### src/rtl/keypad_cmd_encoder_if.sv
// keypad_cmd_encoder_if: keypad pins and command bus of keypad_cmd_encoder.
// slave is the encoder side; master is the board / bench side that drives
// the keypad rows and consumes the command bus.
interface keypad_cmd_encoder_if;
  logic [3:0] row_n;      // keypad rows, active-low, pulled up
  logic [3:0] col_n;      // keypad column drive, one-hot active-low
  logic [3:0] cmd;        // command code to calc_top
  logic       cmd_valid;  // first cycle of each new code
  logic       busy;       // FSM outside SCAN

  modport master (output row_n, input col_n, cmd, cmd_valid, busy);
  modport slave  (input row_n, output col_n, cmd, cmd_valid, busy);
endinterface

### src/rtl/keypad_cmd_encoder.sv
// keypad_cmd_encoder: scans a 4x4 keypad, debounces press and release and
// emits one 4-bit calc_top command per press, held for HOLD_CYCLES cycles.
// Optional feature macro: KEYPAD_AUTOREPEAT_EN (auto-repeat while held).
module keypad_cmd_encoder #(
  parameter int         SCAN_DIV        = 1000,
  parameter int         DEBOUNCE_CYCLES = 50000,
  parameter int         HOLD_CYCLES     = 10,
  parameter int         REPEAT_CYCLES   = 250000,
  parameter logic [3:0] IDLE_CODE       = 4'b1101
) (
  input logic                 clock,
  input logic                 reset,
  keypad_cmd_encoder_if.slave kp
);

  function automatic int max_int(input int a, input int b);
    return (a > b) ? a : b;
  endfunction

  // One width for every counter, large enough for the biggest parameter.
  localparam int CW = $clog2(max_int(max_int(SCAN_DIV, DEBOUNCE_CYCLES),
                                     max_int(HOLD_CYCLES, REPEAT_CYCLES))) + 1;
  localparam logic [CW-1:0] DIV_LAST = CW'(SCAN_DIV - 1);
  localparam logic [CW-1:0] DEB_N    = CW'(DEBOUNCE_CYCLES);
  localparam logic [CW-1:0] HOLD_N   = CW'(HOLD_CYCLES);
`ifdef KEYPAD_AUTOREPEAT_EN
  localparam logic [CW-1:0] REP_N    = CW'(REPEAT_CYCLES);
`endif

  typedef enum logic [1:0] {ST_SCAN, ST_DEBOUNCE, ST_EMIT, ST_RELEASE} state_t;

  // Counters saturate instead of wrapping.
  function automatic logic [CW-1:0] sat_inc(input logic [CW-1:0] v);
    return (&v) ? v : v + 1'b1;
  endfunction

  // (row, column) to calc_top command; row 3 column 3 has no code.
  function automatic logic [3:0] map_key(input logic [1:0] r, input logic [1:0] c);
    case ({r, c})
      4'h0: return 4'b0001;  4'h1: return 4'b0010;
      4'h2: return 4'b0011;  4'h3: return 4'b1010;
      4'h4: return 4'b0100;  4'h5: return 4'b0101;
      4'h6: return 4'b0110;  4'h7: return 4'b1011;
      4'h8: return 4'b0111;  4'h9: return 4'b1000;
      4'hA: return 4'b1001;  4'hB: return 4'b1100;
      4'hC: return 4'b1111;  4'hD: return 4'b0000;
      4'hE: return 4'b1110;  default: return IDLE_CODE;
    endcase
  endfunction

  state_t        state_reg, state_next;
  logic [3:0]    sync1_reg, row_s_reg;
  logic [1:0]    col_reg, col_next;
  logic [1:0]    row_reg, row_next;
  logic [CW-1:0] div_reg, div_next;
  logic [CW-1:0] cnt_reg, cnt_next, cnt_inc;
  logic [3:0]    cmd_reg, cmd_next;
  logic          valid_reg, valid_next;
`ifdef KEYPAD_AUTOREPEAT_EN
  logic [CW-1:0] rep_reg, rep_next, rep_inc;
`endif

  logic [1:0] low_row;
  logic       key_low;
  logic       unused_key;
  logic [3:0] key_code;

  assign cnt_inc    = sat_inc(cnt_reg);
  assign key_low    = ~row_s_reg[row_reg];
  assign unused_key = (row_reg == 2'd3) && (col_reg == 2'd3);
  assign key_code   = map_key(row_reg, col_reg);
`ifdef KEYPAD_AUTOREPEAT_EN
  assign rep_inc    = sat_inc(rep_reg);
`endif

  assign kp.col_n     = ~(4'b0001 << col_reg);
  assign kp.cmd       = cmd_reg;
  assign kp.cmd_valid = valid_reg;
  assign kp.busy      = (state_reg != ST_SCAN);

  // Lowest-numbered row currently reading low.
  always_comb begin
    low_row = 2'd0;
    for (int i = 3; i >= 0; i--) begin
      if (!row_s_reg[i]) low_row = 2'(i);
    end
  end

  // FSM state register.
  always_ff @(posedge clock or negedge reset) begin
    if (!reset) state_reg <= ST_SCAN;
    else        state_reg <= state_next;
  end

  // Next state plus scan position and counters.
  always_comb begin
    state_next = state_reg;
    col_next   = col_reg;
    row_next   = row_reg;
    div_next   = div_reg;
    cnt_next   = cnt_reg;
`ifdef KEYPAD_AUTOREPEAT_EN
    rep_next   = rep_reg;
`endif
    case (state_reg)
      ST_SCAN: begin
        cnt_next = '0;
        if (div_reg >= DIV_LAST) begin
          div_next = '0;
          if (row_s_reg != 4'hF) begin
            state_next = ST_DEBOUNCE;
            row_next   = low_row;
          end else begin
            col_next = col_reg + 2'd1;
          end
        end else begin
          div_next = sat_inc(div_reg);
        end
      end
      ST_DEBOUNCE: begin
        if (key_low) begin
          cnt_next = cnt_inc;
          if (cnt_inc >= DEB_N) begin
            cnt_next   = '0;
            state_next = unused_key ? ST_RELEASE : ST_EMIT;
          end
        end else begin
          // Bounce: resume scanning from the column after this one.
          state_next = ST_SCAN;
          col_next   = col_reg + 2'd1;
          div_next   = '0;
          cnt_next   = '0;
        end
`ifdef KEYPAD_AUTOREPEAT_EN
        rep_next = '0;
`endif
      end
      ST_EMIT: begin
        cnt_next = cnt_inc;
        if (cnt_inc >= HOLD_N) begin
          cnt_next   = '0;
          state_next = ST_RELEASE;
        end
`ifdef KEYPAD_AUTOREPEAT_EN
        rep_next = '0;
`endif
      end
      default: begin  // ST_RELEASE
        if (row_s_reg == 4'hF) begin
          cnt_next = cnt_inc;
          if (cnt_inc >= DEB_N) begin
            state_next = ST_SCAN;
            col_next   = col_reg + 2'd1;
            div_next   = '0;
            cnt_next   = '0;
          end
        end else begin
          cnt_next = '0;
        end
`ifdef KEYPAD_AUTOREPEAT_EN
        // Repeat timer runs only while the captured key itself is held.
        if (key_low && !unused_key) begin
          rep_next = rep_inc;
          if (rep_inc >= REP_N) begin
            rep_next   = '0;
            cnt_next   = '0;
            state_next = ST_EMIT;
          end
        end else begin
          rep_next = '0;
        end
`endif
      end
    endcase
  end

  // Registered outputs: load the code on EMIT entry, idle it on EMIT exit.
  always_comb begin
    cmd_next   = cmd_reg;
    valid_next = 1'b0;
    if (state_next == ST_EMIT && state_reg != ST_EMIT) begin
      cmd_next   = key_code;
      valid_next = 1'b1;
    end else if (state_reg == ST_EMIT && state_next != ST_EMIT) begin
      cmd_next = IDLE_CODE;
    end
  end

  // Synchronizer, scan datapath, counters and output registers.
  always_ff @(posedge clock or negedge reset) begin
    if (!reset) begin
      sync1_reg <= 4'hF;
      row_s_reg <= 4'hF;
      col_reg   <= 2'd0;
      row_reg   <= 2'd0;
      div_reg   <= '0;
      cnt_reg   <= '0;
      cmd_reg   <= IDLE_CODE;
      valid_reg <= 1'b0;
`ifdef KEYPAD_AUTOREPEAT_EN
      rep_reg   <= '0;
`endif
    end else begin
      sync1_reg <= kp.row_n;
      row_s_reg <= sync1_reg;
      col_reg   <= col_next;
      row_reg   <= row_next;
      div_reg   <= div_next;
      cnt_reg   <= cnt_next;
      cmd_reg   <= cmd_next;
      valid_reg <= valid_next;
`ifdef KEYPAD_AUTOREPEAT_EN
      rep_reg   <= rep_next;
`endif
    end
  end

endmodule

### src/flat_wrapper.sv
// flat-port wrapper written by rule: the top's interface ports become plain ports
module keypad_cmd_encoder_flat 
#(
  parameter int         SCAN_DIV        = 1000,
  parameter int         DEBOUNCE_CYCLES = 50000,
  parameter int         HOLD_CYCLES     = 10,
  parameter int         REPEAT_CYCLES   = 250000,
  parameter logic [3:0] IDLE_CODE       = 4'b1101
)
  (clock, reset, kp_row_n, kp_col_n, kp_cmd, kp_cmd_valid, kp_busy);
  keypad_cmd_encoder_if kp_i ();
  input logic clock;
  input logic reset;
  input wire logic [$bits(kp_i.row_n)-1:0] kp_row_n;
  output wire logic [$bits(kp_i.col_n)-1:0] kp_col_n;
  output wire logic [$bits(kp_i.cmd)-1:0] kp_cmd;
  output wire logic [$bits(kp_i.cmd_valid)-1:0] kp_cmd_valid;
  output wire logic [$bits(kp_i.busy)-1:0] kp_busy;
  assign kp_i.row_n = kp_row_n;
  assign kp_col_n = kp_i.col_n;
  assign kp_cmd = kp_i.cmd;
  assign kp_cmd_valid = kp_i.cmd_valid;
  assign kp_busy = kp_i.busy;
  keypad_cmd_encoder #(.SCAN_DIV(SCAN_DIV), .DEBOUNCE_CYCLES(DEBOUNCE_CYCLES), .HOLD_CYCLES(HOLD_CYCLES), .REPEAT_CYCLES(REPEAT_CYCLES), .IDLE_CODE(IDLE_CODE)) u_core (.clock(clock), .reset(reset), .kp(kp_i));
endmodule
### config.mk
export PLATFORM = sky130hd
export DESIGN_NAME = keypad_cmd_encoder_flat
export DESIGN_NICKNAME = d
export VERILOG_FILES = /design/src/rtl/keypad_cmd_encoder_if.sv /design/src/rtl/keypad_cmd_encoder.sv /design/src/flat_wrapper.sv
export SDC_FILE = /design/constraint.sdc
export NUM_CORES = 1
export LEC_CHECK = 0
export BUFFER_PORTS_ARGS = -buffer_cell sky130_fd_sc_hd__buf_4
export CORE_UTILIZATION = 55
export CTS_CLUSTER_SIZE = 25
export DETAILED_ROUTE_END_ITERATION = 12
export HOLD_SLACK_MARGIN = 0.03
export PLACE_DENSITY = 0.73
export SETUP_SLACK_MARGIN = 0.05
export SYNTH_ARGS = -nofsm -noshare
export SYNTH_HDL_FRONTEND = slang
export SYNTH_SLANG_ARGS = --single-unit
export TNS_END_PERCENT = 10
### constraint.sdc
create_clock -name clock -period 4.4 [get_ports clock]
set_input_delay 0.88 -clock clock [delete_from_list [all_inputs] [get_ports clock]]
set_output_delay 0.88 -clock clock [all_outputs]
set_load 0.01 [all_outputs]
=== Word level (Yosys, flattened, before mapping) ===
Memory sizes are Yosys's and may differ from the RTL's.
Index checks and enable logic that the tools add are counted.

* Register bits: 57
* Latch bits: 0
* Bits in writable memories: 0
* ROM bits: 64
* Output and inout bits: 10
* Memories kept: 1

* $add $sub $neg: 3
* $mul: 0
* Divide/modulo/power cells: 0
* $lt $le $gt $ge: 4
* Equality and inequality tests: 13
* Shifts and indexed selects: 1
* Multiplexer cells: 36
* Bitwise logic cells: 2
* Reduce and logical (&&, ||, !) cells: 13

{| class="wikitable"
|+ Memory list
! name !! words !! bits a word !! rd ports !! clocked after memory_dff !! wr ports !! RTL line !! source
|-
| (name not given) || 16 || 4 || 1 || 0 || 0 || keypad_cmd_encoder.sv:39 || <nowiki>case ({r, c})</nowiki>
|}

{| class="wikitable"
|+ Operator list
! operator !! number
|-
| $mux W19 || 10
|-
| $pmux W19 S3 || 2
|-
| $add A19 B1 Y19 const B || 2
|-
| $reduce_and A19 Y1 || 2
|-
| $mux W2 || 16
|-
| $ge A19 B10 Y1 const B || 1
|-
| $ge A19 B16 Y1 const B || 1
|-
| $ge A19 B4 Y1 const B || 1
|-
| $pmux W2 S3 || 2
|-
| $eq A2 B2 Y1 const B || 4
|-
| $mux W4 || 2
|-
| $ne A2 B2 Y1 const B || 3
|-
| $reduce_and A6 Y1 || 1
|-
| $reduce_bool A3 Y1 || 2
|-
| $reduce_and A5 Y1 || 1
|-
| $eq A4 B4 Y1 const B || 1
|-
| $ne A2 B1 Y1 const B || 2
|-
| $ne A4 B4 Y1 const B || 1
|-
| $not A4 Y4 || 1
|-
| $reduce_bool A2 Y1 || 2
|-
| $shl A1 B2 Y4 const A || 1
|-
| $logic_and A1 B1 Y1 || 3
|-
| $lt A2 B3 Y1 const B || 1
|-
| $mux W1 || 3
|-
| 7 further kinds || 7
|}

=== Logic depth before layout (Yosys ltp) ===
* Depth after elaboration: 10
* Gate-level depth with buffers: 14

=== Worst setup path before layout ===
No wires, ideal clock.

* Path kind: reg-to-reg
* From: reg u_core.cnt_reg[0]
* To: reg u_core.cmd_reg[1], in the netlist u_core.kp.cmd[1]
* Setup time: 0.066 ns
* Arrival: 3.228 ns
* Data required time: 4.334 ns
* Path slack: 1.106 ns
* Cell stages (with the launch flop): 15
* Path through: dfrtp_1 > ha_1 > and4_4 > nand4_4 > or3_1 > buf_2 > a2111oi_2 > a31o_2 > nand3_2 > nor4_4 > o2111ai_1 > a21oi_1 > ha_1 > nor2b_1 > a22o_1

* Word-level cells in the longest chain between the ends: 9
* Elaborated cells between the ends (all ways): 17

{| class="wikitable"
|+ RTL lines
! element !! RTL line !! source
|-
| start, declared || keypad_cmd_encoder.sv:56 || <nowiki>logic [CW-1:0] cnt_reg, cnt_next, cnt_inc;</nowiki>
|-
| start signal, assigned || keypad_cmd_encoder.sv:209 || <nowiki>cnt_reg <= cnt_next;</nowiki>
|-
| $add A19 B1 Y19 / $reduce_and A19 Y1 (equally long branches) || keypad_cmd_encoder.sv:34 || <nowiki>return (&v) ? v : v + 1'b1;</nowiki>
|-
| $mux W19 * || keypad_cmd_encoder.sv:34 ||
|-
| $ge A19 B16 Y1 || keypad_cmd_encoder.sv:123, keypad_cmd_encoder.sv:151 ||
|-
| $mux W2 (on tied branches) || keypad_cmd_encoder.sv:151, keypad_cmd_encoder.sv:123 ||
|-
| $mux W2 (on tied branches) || keypad_cmd_encoder.sv:149, keypad_cmd_encoder.sv:121 ||
|-
| $pmux W2 S3 * || keypad_cmd_encoder.sv:105 || <nowiki>case (state_reg)</nowiki>
|-
| net u_core.state_next[0] || keypad_cmd_encoder.sv:51 || <nowiki>state_t state_reg, state_next;</nowiki>
|-
| $eq A2 B2 Y1 / $ne A2 B2 Y1 (equally long branches) || keypad_cmd_encoder.sv:181, keypad_cmd_encoder.sv:184 ||
|-
| $logic_and A1 B1 Y1 (on tied branches) || keypad_cmd_encoder.sv:181, keypad_cmd_encoder.sv:184 ||
|-
| $mux W4 / $reduce_bool A2 Y1 (equally long branches) || -- ||
|-
| end signal, assigned || keypad_cmd_encoder.sv:210 || <nowiki>cmd_reg <= cmd_next;</nowiki>
|-
| end, declared || keypad_cmd_encoder.sv:57 || <nowiki>logic [3:0] cmd_reg, cmd_next;</nowiki>
|}

The timed path passes the listed nets; every way through them passes the cells marked *.
A chain may end at the register's enable or synchronous reset.

=== Worst setup path after layout ===
Same ends and word-level chain as after synthesis.

==> results.md <==
- Status: completed
- Number of max-cap violations: 0
- Hold depth: 0
- Top-count cell post-synth: nor2_1
- Total GRT Usage: 0.2336
- Clock Tree Buf Depth: 2
- Ys Warns: 0
- R2R depth: 13
- Skew-Pair Late Insertion Delay: 340 ps
- Top cells by count, synth: 47 x nor2_1, 46 x dfrtp_1, 32 x nand2_1
- Cell taking the most area after synthesis: dfrtp_1
- R2R Setup Slk: 670 ps
- IO Pins: 16
- Reg clk slew, reported paths: 60 ps
- DIE AREA: 6126 um^2
- DRC Markers: 0
- Drt total wl: 6.329 mm
- CP Data Required Time: 4680 ps
- Worst-Margin Slew: 825.9 ps
- Gr ovfl total: 0
- Final setup viols: 0
- Gpl congestion: 0.8654
- Core Region: 5540 um^2
- Post-DP HPWL: 4.417 mm
- Fill count: 444
- DIE HEIGHT: 78.27 um
- Post-layout util: 0.6506
- Static leakage: 1.518 nW
- Cell count after synthesis: 341
- Synthesized flop and latch total: 57
- Mapped cell area: 3199 um^2
- Root Buffer: clkbuf_8
- P&R area growth vs syn: 12.67%
- Final Power: 1.178 mW
- Row count: 27
- Psw: 230.7 uW
- Ranking of synthesized cells by area: dfrtp_1 36%, dfstp_2 9.0%, nor2_1 5.5%, nand2_1 3.8%, ha_1 3.5%
- Relative slew slack: 0.4494
- Routed WL per cell: 14.58 um
- P_int: 946.9 uW
- Share of cells above drive strength 1: 0.1602
- Sequential share of power: 0.455
- Setup Fix Bufs, Post-CTS: 0
- Max Transition Viols Final: 0
- Clk sinks: 57
- Via density: 5.903
- Detail Route Antenna Nets: 0
- Hold path start: u_core.sync1_reg[2]
- Reg-to-reg startpoint: u_core.cnt_reg[0]
- Multi-input combinational cell area: 1659 um^2
- Period utilization: 0.8475
- DRT iter0 DRCs: 174
- Startpoint type of the worst setup path: flip-flop
- Vias post-DR: 2,562
- Setup TNS: 0 ps
- Yosys cell types: 57
- Max Clock Skew: 7.141 ps
- Register area share after synthesis: 0.4501
- Number of synthesized flops with an enable pin: 0
- Hold_buf cts: 0
- Hold endpoint: u_core.row_s_reg[2]
- Peak VDD IR: 0.2675 mV
- RSZ-0062 raised after global routing: false
- Post-synth ARST share: 1.000
- Clock power frac: 0.528
- Crit Path Max Fanout: 8
- H-tree depth: 3
- Worst r2r dst: u_core.kp.cmd[1]
- Syn Area/Cell: 9.382 um^2
- Initial antenna violation count: 0
- Number of detailed-route iterations in the first pass: 4
- TritonCTS clock tree: yes
- Crit end category: flip-flop
- Hold Path Class: flip-flop to flip-flop
- Die X: 78.27 um
- Post-synth top area share: 0.3598
- Setup CP Type: flip-flop to flip-flop
- Final-stage net count: 372
- Vias in the first global route: 2,467
- Seq. cell area: 1440 um^2
- Prevailing post-synth register cell: dfrtp_1
- Combinational Power Share: 0.017
- Fmax: 0.2682 GHz
- Post-cts resize count: 0
- Final Hold Viols: 0
- Pin count of the biggest net entering global routing: 58
- Pwr/cell area: 326.7 nW/um^2
- First-pass GRT wire length: 11.14 mm
- PortBufs: 15
- Initial core utilization: 0.5775
- Diode count: 0
- Final min period: 3729 ps
- CTS Buf Count: 9
- Switching share of power: 0.1959
- Critical Path AT: 4010 ps
[routing by layer]
layer | part of all wire | wire (um) | track usage
met5 | 0 | 0 | 0
met4 | 0.020 | 127 | 0.1241
met3 | 0.038 | 241 | 0.04651
met2 | 0.47 | 2992 | 0.3596
met1 | 0.47 | 2968 | 0.3107
[area by class of cell]
cell class,instances,share of cell area
Tap cell,72,0.02499
Timing Repair Buffer,16,0.03332
Multi-Input combinational cell,262,0.4603
Clock buffer,12,0.04304
Sequential cell,57,0.3995
Inverter,11,0.01145
Clock inverter,4,0.02742
[how the worst max path moves through the flow]
stage	startpoint	endpoint	slack, ps	depth (start not counted)
global placement	u_core.cnt_reg[0]	u_core.kp.cmd[1]	880	13
CTS	u_core.cnt_reg[0]	u_core.kp.cmd[1]	730	13
detailed placement	u_core.cnt_reg[0]	u_core.kp.cmd[1]	730	13
finish	u_core.cnt_reg[0]	u_core.kp.cmd[1]	670	13
floorplan	u_core.cnt_reg[0]	u_core.kp.cmd[1]	1110	14
global route	u_core.cnt_reg[0]	u_core.kp.cmd[1]	300	12
[worst max-delay path, stage by stage (launching register included)]
cell	delay, ps
dfrtp_1	430
ha_1	270
nand4_1	310
nor3_1	450
nand2_1	120
mux2i_1	170
o21ai_0	240
o21ai_2	150
or4_1	490
o2111ai_1	120
a21oi_1	100
ha_1	360
nor2b_1	280
a22o_1	180
[stage by stage]
step / hold WS [ps] / cells / cell area [um^2] / worst slack, ps
floorplan: 345.2 / 343 / 3207 / 1106
global placement: 346.0 / 418 / 3351 / 877.0
detailed placement: 347.2 / 418 / 3351 / 730.5
CTS: 357.1 / 434 / 3605 / 729.2
global route: 358.6 / 434 / 3605 / 301.5
finish: 355.9 / 434 / 3605 / 671.1
[logic make-up (layout without fill, tap and decap cells)]
| kind of cell | count (synthesis) | count (layout) | synth area share |
|---|---|---|---|
| compound gates | 80 | 80 | 0.1768 |
| simple gates | 150 | 150 | 0.2409 |
| mux | 8 | 8 | 0.02933 |
| other cells | 1 | 3 | 0.001172 |
| buf+inv | 24 | 43 | 0.03363 |
| fa+ha+maj | 9 | 9 | 0.03520 |
| flops | 57 | 57 | 0.4501 |
| xor+xnor | 12 | 12 | 0.03285 |
[layout by cell type (no fill, tap or decap), types with 3 or more instances in the layout]
| cell type | synthesis | layout |
|---|---|---|
| a211oi_1 | 4 | 4 |
| a21oi_1 | 14 | 14 |
| a21oi_2 | 3 | 3 |
| a31oi_1 | 5 | 5 |
| a41oi_1 | 4 | 4 |
| and2_1 | 7 | 7 |
| and3_1 | 11 | 11 |
| buf_4 | 0 | 16 |
| bufinv_16 | 0 | 3 |
| clkbuf_8 | 0 | 11 |
| conb_1 | 1 | 3 |
| dfrtp_1 | 46 | 46 |
| dfstp_2 | 11 | 11 |
| ha_1 | 9 | 9 |
| inv_1 | 11 | 11 |
| mux2i_1 | 6 | 6 |
| nand2_1 | 32 | 32 |
| nand2b_1 | 3 | 3 |
| nand3_1 | 12 | 12 |
| nand4_1 | 8 | 8 |
| nor2_1 | 47 | 47 |
| nor2b_1 | 7 | 7 |
| nor3_1 | 8 | 8 |
| nor4_1 | 3 | 3 |
| o21ai_0 | 20 | 20 |
| o31ai_1 | 7 | 7 |
| xnor2_1 | 6 | 6 |
| xor2_1 | 6 | 6 |
[power groups by stage]
stage | Sequential [mW] | Clock, mW | Combinational [mW]
5_1_grt | 0.536 | 0.653 | 0.0238
2_1_floorplan | 0.545 | 0 | 0.00647
6_report | 0.536 | 0.621 | 0.0202
3_5_place_dp | 0.545 | 0 | 0.0211
3_3_place_gp | 0.545 | 0 | 0.0207
4_1_cts | 0.536 | 0.633 | 0.0213
Note: power is estimated with default switching activity, not from simulation.
